==> config.mk <==
export PLATFORM = sky130hd
export DESIGN_NAME = latency_ctrl
export DESIGN_NICKNAME = d
export VERILOG_FILES = /design/src/rtl/latency_ctrl_pkg.sv /design/src/rtl/latency_ctrl_fifo.sv /design/src/rtl/latency_ctrl.sv
export SDC_FILE = /design/constraint.sdc
export NUM_CORES = 1
export LEC_CHECK = 0
export BUFFER_PORTS_ARGS = -buffer_cell sky130_fd_sc_hd__buf_4
export CAP_MARGIN = 20
export CORE_MARGIN = 2
export CORE_UTILIZATION = 60
export DETAILED_ROUTE_END_ITERATION = 8
export GPL_ROUTABILITY_DRIVEN = 0
export GPL_TIMING_DRIVEN = 0
export MAX_ROUTING_LAYER = met4
export PLACE_DENSITY = 0.81
export SETUP_SLACK_MARGIN = 0.4
export SYNTH_ARGS = -nofsm -noshare
export SYNTH_HDL_FRONTEND = slang
export SYNTH_HIERARCHICAL = 1
export SYNTH_SLANG_ARGS = --single-unit
==> constraint.sdc <==
create_clock -name clk -period 8.7 [get_ports clk]
set_clock_uncertainty 0.2 [all_clocks]
set_input_delay 0.87 -clock clk [delete_from_list [all_inputs] [get_ports clk]]
set_output_delay 0.87 -clock clk [all_outputs]
set_load 0.02 [all_outputs]
==> src/rtl/latency_ctrl_pkg.sv <==
// Shared decoder definitions: flush state encoding and width helper.
package latency_ctrl_pkg;

    localparam logic [1:0] ST_RUN   = 2'd0;
    localparam logic [1:0] ST_DRAIN = 2'd1;
    localparam logic [1:0] ST_DONE  = 2'd2;

    // Bits needed to hold values 0..value-1, never less than one.
    function automatic int unsigned clog2(input int unsigned value);
        int unsigned width;
        width = 1;
        while ((32'd1 << width) < value) begin
            width++;
        end
        return width;
    endfunction

endpackage

==> src/rtl/latency_ctrl_fifo.sv <==
// Synchronous first-word-fall-through FIFO; depth need not be a power of two.
module latency_ctrl_fifo
    import latency_ctrl_pkg::*;
#(
    parameter int unsigned DATA_WIDTH = 8,
    parameter int unsigned FIFO_DEPTH = 8
) (
    input  logic                                clk,
    input  logic                                rst,
    input  logic                                push,
    input  logic [DATA_WIDTH-1:0]               push_data,
    input  logic                                pop,
    output logic [DATA_WIDTH-1:0]               pop_data,
    output logic                                empty,
    output logic                                full,
    output logic [clog2(FIFO_DEPTH + 1)-1:0]    count
);

    localparam int unsigned PW = clog2(FIFO_DEPTH);
    localparam int unsigned CW = clog2(FIFO_DEPTH + 1);

    logic [DATA_WIDTH-1:0] mem [FIFO_DEPTH];
    logic [PW-1:0]         wr_ptr;
    logic [PW-1:0]         rd_ptr;
    logic [CW-1:0]         cnt;
    logic                  do_push;
    logic                  do_pop;

    function automatic logic [PW-1:0] next_ptr(input logic [PW-1:0] ptr);
        return (ptr == PW'(FIFO_DEPTH - 1)) ? '0 : ptr + 1'b1;
    endfunction

    assign empty    = (cnt == '0);
    assign full     = (cnt == CW'(FIFO_DEPTH));
    assign do_push  = push & ~full;
    assign do_pop   = pop & ~empty;
    assign pop_data = mem[rd_ptr];
    assign count    = cnt;

    // Storage is cleared too so the head reads zero after reset.
    always_ff @(posedge clk) begin
        if (rst) begin
            wr_ptr <= '0;
            rd_ptr <= '0;
            cnt    <= '0;
            for (int unsigned i = 0; i < FIFO_DEPTH; i++) begin
                mem[i] <= '0;
            end
        end else begin
            if (do_push) begin
                mem[wr_ptr] <= push_data;
                wr_ptr      <= next_ptr(wr_ptr);
            end
            if (do_pop) begin
                rd_ptr <= next_ptr(rd_ptr);
            end
            case ({do_push, do_pop})
                2'b10:   cnt <= cnt + 1'b1;
                2'b01:   cnt <= cnt - 1'b1;
                default: cnt <= cnt;
            endcase
        end
    end

endmodule

==> src/rtl/latency_ctrl.sv <==
// Valid/ready wrapper around a fixed-latency datapath with credit throttling,
// in-flight token tracking, an output FIFO and a flush/drain sequence.
module latency_ctrl
    import latency_ctrl_pkg::*;
#(
    parameter int unsigned DATA_WIDTH = 8,
    parameter int unsigned LATENCY    = 4,
    parameter int unsigned FIFO_DEPTH = 8
) (
    input  logic                  clk,
    input  logic                  rst,
    input  logic                  i_valid,
    output logic                  o_ready,
    input  logic [DATA_WIDTH-1:0] i_data,
    output logic                  o_dp_launch,
    output logic [DATA_WIDTH-1:0] o_dp_data,
    input  logic [DATA_WIDTH-1:0] i_dp_data,
    output logic                  o_valid,
    input  logic                  i_ready,
    output logic [DATA_WIDTH-1:0] o_data,
    input  logic                  i_flush,
    output logic                  o_flush_done,
    output logic                  o_busy
);

    localparam int unsigned IW = clog2(LATENCY + 1);
    localparam int unsigned CW = clog2(FIFO_DEPTH + 1);
    localparam int unsigned OW = clog2(FIFO_DEPTH + LATENCY + 1);

    logic [1:0]         state;
    logic [1:0]         state_next;
    logic [LATENCY-1:0] tok;
    logic [LATENCY-1:0] tok_next;
    logic [IW-1:0]      inflight;
    logic [OW-1:0]      occupancy;
    logic [CW-1:0]      fifo_count;
    logic               fifo_empty;
    logic               fifo_full;
    logic               has_credit;
    logic               fire;
    logic               ret;
    logic               pop;

    // Credit ignores a same-cycle pop so o_ready has no path from i_ready.
    assign occupancy  = OW'(fifo_count) + OW'(inflight);
    assign has_credit = ~fifo_full & (occupancy < OW'(FIFO_DEPTH));
    // Held low during reset so nothing is launched while state is cleared.
    assign o_ready    = ~rst & (state == ST_RUN) & has_credit;

    assign fire         = i_valid & o_ready;
    assign o_dp_launch  = fire;
    assign o_dp_data    = i_data;
    assign ret          = tok[LATENCY-1];
    assign o_valid      = ~fifo_empty;
    assign pop          = o_valid & i_ready;
    assign o_flush_done = (state == ST_DONE);
    assign o_busy       = (inflight != '0) | ~fifo_empty;

    always_comb begin
        tok_next    = '0;
        tok_next[0] = fire;
        for (int unsigned i = 1; i < LATENCY; i++) begin
            tok_next[i] = tok[i-1];
        end
    end

    always_comb begin
        state_next = state;
        case (state)
            ST_RUN:   if (i_flush) state_next = ST_DRAIN;
            ST_DRAIN: if ((inflight == '0) && fifo_empty) state_next = ST_DONE;
            ST_DONE:  state_next = ST_RUN;
            default:  state_next = ST_RUN;
        endcase
    end

    always_ff @(posedge clk) begin
        if (rst) begin
            tok      <= '0;
            inflight <= '0;
            state    <= ST_RUN;
        end else begin
            tok   <= tok_next;
            state <= state_next;
            case ({fire, ret})
                2'b10:   inflight <= inflight + 1'b1;
                2'b01:   inflight <= inflight - 1'b1;
                default: inflight <= inflight;
            endcase
        end
    end

    latency_ctrl_fifo #(
        .DATA_WIDTH(DATA_WIDTH),
        .FIFO_DEPTH(FIFO_DEPTH)
    ) u_fifo (
        .clk       (clk),
        .rst       (rst),
        .push      (ret),
        .push_data (i_dp_data),
        .pop       (pop),
        .pop_data  (o_data),
        .empty     (fifo_empty),
        .full      (fifo_full),
        .count     (fifo_count)
    );

endmodule

==> key figures <==
STA
  • RSZ-0062 raised after global routing: no
  • Min cycle time layout: 3350 ps
  • Endpoints failing setup: 0
  • Tcrit/Tclk final: 38.5%
  • Hold Fails Final Rpt: 0
  • Slew @ Worst Pin: 617 ps
  • Max Clock Freq: 298 MHz
  • Max-slew violations: 0
  • Rel. slew slack: 58.4%
  • Setup TNS: 0 ps

Floorplan
  • Die Footprint: 7350 µm²
  • I/O pins: 42
  • Die height: 85.7 µm
  • Floorplan row count: 29
  • Die Width: 85.7 µm
  • Core footprint: 6420 µm²
  • Initial Util: 62.4%

GRT
  • First-pass GRT wire length: 13.7 mm
  • Total GRT Usage: 26.3%
  • Largest net degree at the start of global routing: 15
  • Vias in the first global route: 2799
  • Grt ovf: 0
  • Initial antenna violation count: 0

Job
  • Max-cap viol count: 0

Logic synthesis
  • Syn. warnings: 6
  • Top cells by count, synth: nor2_1 (77), edfxtp_1 (64), dfxtp_1 (22), nand2_1 (18), mux4_2 (16)
  • Synth top area share: 47.9%
  • Cells after Synth: 318
  • Syn_area_per_cell: 12.6 µm²
  • Mapped Area: 4010 µm²
  • Sequential share of the synthesized area: 58.9%
  • Synth Register Bits: 86
  • Syn Nets: 351
  • Synth area leaders: edfxtp_1 (48%), dfxtp_1 (11%), mux4_2 (9.0%), nor2_1 (7.2%), ha_1 (3.1%)
  • Most numerous cell in the Yosys netlist: nor2_1
  • Distinct cells, synth: 44
  • Post-synthesis async set-or-reset flop share: 0%
  • Area leader, netlist: edfxtp_1
  • Number of synthesized flops with an enable pin: 64
  • Post-synth top flop: edfxtp_1

Drt
  • Final ANT Viol Nets: 0
  • Via density: 6.08
  • Wirelength per Cell: 19.5 µm
  • Detailed Routing Iterations Pass 1: 7
  • Residual DRC: 3
  • Wirelength, routed: 8.63 mm
  • Iter 0 DRT Violations: 272
  • Vias: 2694

Clock tree
  • Clock Sinks: 86
  • Worst-path clk slew: 80 ps
  • Post-CTS sizing: 0
  • Clk Latency, worst-skew pair: 350 ps
  • Num CTS Buffers: 9
  • CTS tree: built
  • CTS max path bufs: 2
  • Post-CTS Hold Fix Bufs: 0
  • Setup Buffers After CTS: 0
  • H-tree depth: 3
  • Root buffer cell: clkbuf_8

Cells and area
  • # diodes: 0
  • Area Overhead vs Synth: 13.1%
  • Layout Cell Area excl Fill: 4530 µm²
  • Layout Nets: 394
  • Ratio of cells with drive above 1 in the final layout: 26.2%
  • Multi-input logic area: 1470 µm²
  • # fillers: 457
  • Sequential Area: 2360 µm²

Power and ir drop
  • NetSw: 174 µW
  • Sw Ratio: 22.3%
  • P_int: 607 µW
  • Power per cell area: 172 nW/µm²
  • Comb pwr share: 7.4%
  • VDD IR max: 0.0988 mV
  • Sequential power share: 58.7%
  • Lkg Pwr: 0.00172 µW
  • Share of power burned in the clock network: 33.9%

Setup path
  • Req. time, crit path: 7630 ps
  • CP peak stage delay: 540 ps
  • CP max stage cell: dfxtp_1
  • Crit path capture type: output pin
  • R2r setup slk: 5490 ps
  • Crit path cell chain: ha_1 -> and4_1 -> or4b_4 -> a21boi_1 -> buf_4
  • Top cell family by delay on the critical path: simple AND/OR/NAND/NOR gates
  • WS Path Type: reg2out
  • Crit path buf inv count: 1
  • CP arrival: 2280 ps
  • CP Max Fanout: 7
  • Element type at the critical path start: flip-flop

Placed design
  • Hpwl dp: 6.21 mm
  • Port bufs: 32
  • Placed Instance Area: 4350 µm²

Run status
  • Status: finished, violations left
  • Violated checks: DRC

Hold path
  • Worst hold path class: reg2reg
## through the flow
step	total power [µW]	util, %	setup WS (ps)	instances	hold slack, ps
CTS	786	70.6	5340	443	255
detailed placement	525	67.7	5450	427	234
floorplan	501	-	5580	318	214
finish	780	70.6	5350	443	251
global route	807	70.6	5250	443	265
global placement	522	67.7	5520	427	220
## flip-flops by register name, summed over array words and instances, names as in the netlist, named ones only
register	cells
u_fifo/mem	64
tok	4
u_fifo/count	4
inflight	3
u_fifo/rd_ptr	3
u_fifo/wr_ptr	3
state	2
## per-layer routing
| layer | share of wire [%] | GRT usage [%] | up-vias |
|---|---|---|---|
| li1 | - | - | 1221 |
| met1 | 38 | 30.3 | 1309 |
| met2 | 52 | 45.0 | 139 |
| met3 | 7.5 | 6.06 | 25 |
| met4 | 2.5 | 10.1 | 0 |
| met5 | 0 | - | - |
## worst paths after layout
check,start,to,depth (start not counted)
hold reg to reg,tok[1],tok[2],1
hold / removal,tok[1],tok[2],1
setup reg to reg,u_fifo/count[1],u_fifo/count[3],10
setup / recovery,u_fifo/count[1],o_dp_launch,5
## layout by cell type (no fill, tap or decap), types with 2 or more instances in the layout
master | synthesis | routed
nor2_1 | 77 | 77
edfxtp_1 | 64 | 64
buf_4 | 9 | 41
dfxtp_1 | 22 | 22
nand2_1 | 18 | 18
mux4_2 | 16 | 16
a21oi_1 | 13 | 13
ha_1 | 10 | 10
clkbuf_8 | 0 | 10
inv_1 | 9 | 9
nor2b_1 | 8 | 8
mux2_2 | 8 | 8
nand2b_1 | 8 | 8
clkbuf_1 | 5 | 7
buf_2 | 5 | 5
a21o_1 | 4 | 4
xor2_1 | 4 | 4
a31o_2 | 4 | 4
clkbuf_2 | 2 | 2
a21boi_1 | 2 | 2
nor4b_1 | 2 | 2
or3_1 | 2 | 2
fa_1 | 2 | 2
buf_1 | 2 | 2
nand3_1 | 2 | 2
## cell families after synthesis
group | count (synthesis) | synth area share (%)
fa+ha+maj | 12 | 4.12
simple gates | 128 | 15.2
compound gates | 30 | 5.24
xor+xnor | 4 | 0.874
flops | 86 | 58.9
mux | 24 | 11.2
buf+inv | 34 | 4.43
## area by class of cell
class                           count  share of cell area (%)
Timing Repair Buffer               32                    5.30
Sequential cell                    86                    52.1
Buffer                             24                    3.09
Clock inverter                      3                   0.386
Inverter                           10                   0.828
Tap cell                           77                    2.13
Multi-Input combinational cell    198                    32.4
Clock buffer                       13                    3.75
## power groups by stage
stage / combinational, µW / sequential, µW / clock [µW]
finish: 57.6 / 458 / 264
global route: 62.2 / 459 / 286
CTS: 57.9 / 458 / 270
detailed placement: 57.6 / 468 / 0
global placement: 56.1 / 466 / 0
floorplan: 36.3 / 465 / 0
Note: power is estimated with default switching activity, not from simulation.
